<file path="src/rtl/ldpc_pkg.sv">
// Shared LDPC definitions: default message widths, saturation and sign/magnitude
// helpers, and the check-node FSM state type.
package ldpc_pkg;

    localparam int DATA_W = 6;
    localparam int EXT_W  = 3;

    typedef enum logic {
        COLLECT = 1'b0,
        EMIT    = 1'b1
    } cnu_state_t;

    // Clamp a wide two's-complement value into the symmetric range +-(2^mag_bits - 1).
    function automatic int sat_narrow(input int v, input int mag_bits);
        int maxmag;
        maxmag = (1 << mag_bits) - 1;
        if (v > maxmag) begin
            return maxmag;
        end
        if (v < -maxmag) begin
            return -maxmag;
        end
        return v;
    endfunction

    function automatic logic sm_sign(input int v);
        return v < 0;
    endfunction

    function automatic int sm_mag(input int v);
        return (v < 0) ? -v : v;
    endfunction

    function automatic int sm_merge(input logic s, input int m);
        return s ? -m : m;
    endfunction

endpackage

</file>
<file path="src/rtl/cnu_sat.sv">
// Combinational input stage: saturates a variable-to-check message and splits it
// into sign and magnitude.
module cnu_sat
    import ldpc_pkg::*;
#(
    parameter int data_w = DATA_W,
    parameter int ext_w  = EXT_W
) (
    input  logic [data_w+ext_w-1:0] in_q,
    output logic                    sign,
    output logic [data_w-2:0]       mag
);

    localparam int mag_w = data_w - 1;

    int clamped;

    always_comb begin
        clamped = sat_narrow(int'($signed(in_q)), mag_w);
        sign    = sm_sign(clamped);
        mag     = mag_w'(sm_mag(clamped));
    end

endmodule

</file>
<file path="src/rtl/cnu_serial.sv">
// Serial min-sum check node: collects K messages tracking min1/min2/idx1/parity,
// then emits K check-to-variable messages.
module cnu_serial
    import ldpc_pkg::*;
#(
    parameter int data_w = DATA_W,
    parameter int ext_w  = EXT_W,
    parameter int K      = 6,
    parameter int OFFSET = 0
) (
    input  logic                    clk,
    input  logic                    rst,
    input  logic                    in_valid,
    output logic                    in_ready,
    input  logic [data_w+ext_w-1:0] in_q,
    output logic                    out_valid,
    input  logic                    out_ready,
    output logic [data_w-1:0]       out_r,
    output logic                    out_last
);

    localparam int                mag_w    = data_w - 1;
    localparam int                cnt_w    = (K > 1) ? $clog2(K) : 1;
    localparam logic [cnt_w-1:0]  last_idx = cnt_w'(K - 1);
    localparam logic [mag_w-1:0]  max_mag  = '1;

    cnu_state_t       state;
    logic [cnt_w-1:0] in_cnt;
    logic [cnt_w-1:0] out_cnt;
    logic [cnt_w-1:0] idx1;
    logic [mag_w-1:0] min1;
    logic [mag_w-1:0] min2;
    logic             parity;
    logic [K-1:0]     sign_q;

    logic             s_sign;
    logic [mag_w-1:0] s_mag;

    cnu_sat #(
        .data_w(data_w),
        .ext_w (ext_w)
    ) u_sat (
        .in_q(in_q),
        .sign(s_sign),
        .mag (s_mag)
    );

    assign in_ready  = (state == COLLECT) && !rst;
    assign out_valid = (state == EMIT);

    // NOTE: state registers use non-blocking assignments so every update in this
    // block sees the pre-edge values (e.g. min2 <= min1 takes the old min1).
    always_ff @(posedge clk) begin
        if (rst) begin
            state   <= COLLECT;
            in_cnt  <= '0;
            out_cnt <= '0;
            idx1    <= '0;
            min1    <= max_mag;
            min2    <= max_mag;
            parity  <= 1'b0;
            // NOTE: the sign vector is fully rewritten by every row before it is
            // read; clearing it here only gives a deterministic post-reset state.
            sign_q  <= '0;
        end else begin
            case (state)
                COLLECT: begin
                    if (in_valid) begin
                        sign_q[in_cnt] <= s_sign;
                        parity         <= parity ^ s_sign;
                        // Strict compares keep the earliest index on ties.
                        if (s_mag < min1) begin
                            min2 <= min1;
                            min1 <= s_mag;
                            idx1 <= in_cnt;
                        end else if (s_mag < min2) begin
                            min2 <= s_mag;
                        end
                        if (in_cnt == last_idx) begin
                            state  <= EMIT;
                            in_cnt <= '0;
                        end else begin
                            in_cnt <= in_cnt + 1'b1;
                        end
                    end
                end
                EMIT: begin
                    if (out_ready) begin
                        if (out_cnt == last_idx) begin
                            state   <= COLLECT;
                            out_cnt <= '0;
                            idx1    <= '0;
                            min1    <= max_mag;
                            min2    <= max_mag;
                            parity  <= 1'b0;
                        end else begin
                            out_cnt <= out_cnt + 1'b1;
                        end
                    end
                end
                default: state <= COLLECT;
            endcase
        end
    end

    logic [mag_w-1:0] m;
    logic [mag_w-1:0] m_off;
    logic             s_out;

    // NOTE: every output of this block gets a default first so no latch is inferred.
    always_comb begin
        m        = (out_cnt == idx1) ? min2 : min1;
        m_off    = (int'(m) > OFFSET) ? mag_w'(int'(m) - OFFSET) : '0;
        s_out    = parity ^ sign_q[out_cnt];
        out_r    = '0;
        out_last = 1'b0;
        if (state == EMIT) begin
            out_r    = data_w'(sm_merge(s_out, int'(m_off)));
            out_last = (out_cnt == last_idx);
        end
    end

endmodule

</file>
<file path="config.mk">
export PLATFORM = sky130hd
export DESIGN_NAME = cnu_serial
export DESIGN_NICKNAME = d
export VERILOG_FILES = /design/src/rtl/ldpc_pkg.sv /design/src/rtl/cnu_sat.sv /design/src/rtl/cnu_serial.sv
export SDC_FILE = /design/constraint.sdc
export NUM_CORES = 1
export LEC_CHECK = 0
export ABC_CLOCK_PERIOD_IN_PS = 5000
export CORE_UTILIZATION = 45
export CTS_BUF_LIST = sky130_fd_sc_hd__clkbuf_4
export CTS_CLUSTER_SIZE = 40
export DETAILED_ROUTE_END_ITERATION = 7
export PLACE_DENSITY = 0.66
export REMOVE_ABC_BUFFERS = 1
export SYNTH_ARGS = -nofsm -noshare
export SYNTH_HDL_FRONTEND = slang
export SYNTH_SLANG_ARGS = --single-unit
</file>
<file path="constraint.sdc">
create_clock -name clk -period 5 [get_ports clk]
set_clock_uncertainty 0.05 [all_clocks]
set_input_delay 0.75 -clock clk [delete_from_list [all_inputs] [get_ports clk]]
set_output_delay 0.75 -clock clk [all_outputs]
set_load 0.1 [all_outputs]
</file>
==> results.md <==
- Final Cycle Share: 91.5%
- Finished Core Util: 54.4%
- Post-DRT Antenna Nets: 0
- Critical Path End Type: flop
- Sum Neg Setup Slack: 0 ns
- CP max FO: 9
- Area grow syn2layout: 14.1%
- Most used DFF post-synth: dfxtp_1
- CP Data Required Time: 5.23 ns
- PwrDens: 250 nW/um^2
- Clock sink count: 27
- Maximum clock insertion buffer count: 2
- Worst-Skew Late Latency: 0.34 ns
- Yosys reg bits: 27
- Seq/Total Area, Yosys: 27.7%
- Core ar.: between 4000 and 5000 sq um
- Worst VDD drop: 0.203 mV
- GRT overflow: 0
- Largest net degree at the start of global routing: 28
- F_max: 219 MHz
- CP Launch Point: in_q[8]
- Run status: finished clean
- Setup WS pre-CTS: 0.136 ns
- CTS Root Cell: clkbuf_4
- Worst path arrival time: 4.81 ns
- I/O Pins: 22
- DPL Wire Length: around 3.3 mm
- DRT Pass-1 Iters: 4
- Post-Route WL: 4.42 mm
- Post-layout nets: 294
- Worst setup SP type: input pin
- Routed vias: 1785
- Reg2reg setup slack: 2.55 ns
- Initial antenna violation count: 0
- Post-synth cell types: 46
- Slew margin rel.: 35.6%
- YS warnings: 0
- Fin crit period: 4.57 ns
- Placer congestion estimate: 0.801
- Site row count: 23
- R2r startpoint: min1[2]
- Global-route wire length before repair: 7.30 mm
- IO buf count: 21
- Final setup margin: between 0.4 and 0.5 ns
- Total CTS buffers: 3
- LEAKAGE: 0.946 nW
- Logic pwr share: 37.0%
- Avg Cell Area, Syn: 7.73 sq um
- RSZ-0062 raised after global routing: false
- Clock Power Share: about a fifth
- Filler cells: 392
- Worst R2R Path Depth: 10
- DRC: 0
- Vias per cell: 5.60
- Fin. max-slew vios: 0
- Ys async rst share: 0%
- Post-synth EDFFs: 0
- Final setup violation count: 0
- Final Instance Count excl. Fillers: 319
- Post-DP Area: 2190 sq um
- CTS tree: built
- Initial core utilization: a little under half
- CP endpoint: min1[4]
- Vias in the first global route: 1645
- Hold Vio Cnt, Final: 0
- Drt initial violations: 88
- Total track usage: 21.1%
- DIE AREA: 4600 sq um
- Average routed wire per standard cell: 13.8 um
- H-Tree Depth: 1
- Postcts setup bufs: 0
- DIE WIDTH: 67.8 um
- Die span in y: roughly 68 um
- Max Cap Viol: 0
- Clock-pin slew on the worst setup and hold paths: 0.16 ns
- Worst r2r dst: min1[4]
- P_int: 0.352 mW
- Hold slack final: 0.422 ns
- Switch Pwr: 0.203 mW
- Seq pwr share: between 40% and 50%
- Cts repair resizes: 0
- Switching share of power: a little over a third
- Placed cells: around 320
- Post-synthesis instance total: 252
- Hold_buf cts: 0
- Layout cells sized above 1: 6.69%
- Final Instance Area: 2220 sq um
- Type of the tightest min-delay check: reg2reg
- Cell Area, Synth: roughly 1900 sq um
- WS Path Type: in2reg
- PnR Total Power: 0.555 mW
- Worst-Margin Slew: 0.963 ns
- Diode count: 0
- HP Start: sign_q[3]
[final cells by class]
| type | instances | area (sq um) | area share, % |
|---|---|---|---|
| multi-input combinational | 201 | 1300 | 58.7 |
| clock buffer | 3 | 22.5 | 1.01 |
| tap | 50 | 62.6 | 2.82 |
| timing repair buffer | 26 | 243 | 10.9 |
| clock inverter | 1 | 8.76 | 0.394 |
| inverter | 11 | 41.3 | 1.86 |
| sequential | 27 | 541 | 24.3 |
[kinds of logic after synthesis]
group | count (synthesis) | synth area share, %
multiplexers | 16 | 8.41
AO/OA/AOI/OAI | 55 | 19.2
AND/OR/NAND/NOR | 110 | 28.2
XOR/XNOR | 9 | 4.05
adder cells (fa/ha/maj) | 11 | 7.06
flip-flops | 27 | 27.7
buffers and inverters | 24 | 5.33
[metal layers]
layer / share of wire [%] / vias up / global-route usage (%) / wire (um)
met5: 0 / - / 0 / 0
met4: 0.70 / 0 / 4.17 / 31
met3: 2.6 / 4 / 4.56 / 115
met2: 49 / 25 / 37.9 / 2150
met1: 48 / 824 / 25.7 / 2120
li1: - / 932 / - / -
[cell usage after synthesis, drive strengths merged (3+ instances only)]
master,count,area share [%]
o21bai,6,2.3
nand2b,6,1.9
nor3,14,3.6
clkbuf,7,1.3
nand2,18,3.5
nor2,37,7.1
mux2i,13,6.7
o32ai,4,2.2
nor2b,6,1.9
and3b,3,1.3
o21ai,7,1.8
inv,11,2.1
and2,3,0.96
nor3b,5,1.9
ha,11,7.1
xnor2,7,3.1
dfxtp,27,28
nand4,3,0.96
nand3,5,1.3
buf,6,1.9
a21oi,21,5.4
mux2,3,1.7
[sequential cells by signal, indices dropped and copies added, names as in the netlist]
name	cells
min2	5
parity	1
out_valid	1
idx1	3
sign_q	6
min1	5
in_cnt	3
out_cnt	3
[cell usage in the layout (no fill, tap or decap), types with 6 or more instances in the layout]
master,netlist,layout
nor3_1,14,14
dfxtp_1,27,27
nand2_1,18,18
buf_4,0,7
inv_1,11,11
xnor2_1,7,7
ha_1,11,11
nor2_1,37,37
clkdlybuf4s50_1,0,19
mux2i_1,13,13
a21oi_1,21,21
nor2b_1,6,6
o21bai_1,6,6
nand2b_1,6,6
[critical path, stage by stage]
cell             delay (ns)
clkdlybuf4s50_1        0.56
nand4_1                0.10
a21o_1                 0.17
ha_1                   0.39
nor2b_1                0.19
nor2_1                 0.06
ha_1                   0.21
a2111oi_0              0.39
o21ai_1                0.22
ha_1                   0.34
a41o_1                 0.19
a21oi_1                0.19
a21boi_2               0.29
buf_4                  0.18
o21a_1                 0.22
buf_4                  0.17
nor2_1                 0.05
o21bai_1               0.14
[worst min-delay path by stage]
stage / end / cells past startpoint
6_report: sign_q[3] / 2
5_1_grt: sign_q[3] / 2
4_1_cts: sign_q[3] / 2
3_5_place_dp: sign_q[3] / 2
3_3_place_gp: sign_q[3] / 2
2_1_floorplan: sign_q[3] / 2
[power groups by stage]
stage | Clock [mW] | Combinational (mW) | Sequential (mW)
after global placement | 0 | 0.201 | 0.249
final | 0.105 | 0.205 | 0.245
after CTS | 0.111 | 0.204 | 0.244
after detailed placement | 0 | 0.203 | 0.249
after floorplan | 0 | 0.147 | 0.245
after global routing | 0.116 | 0.231 | 0.246
No activity file was read; power rests on OpenSTA's default activity.
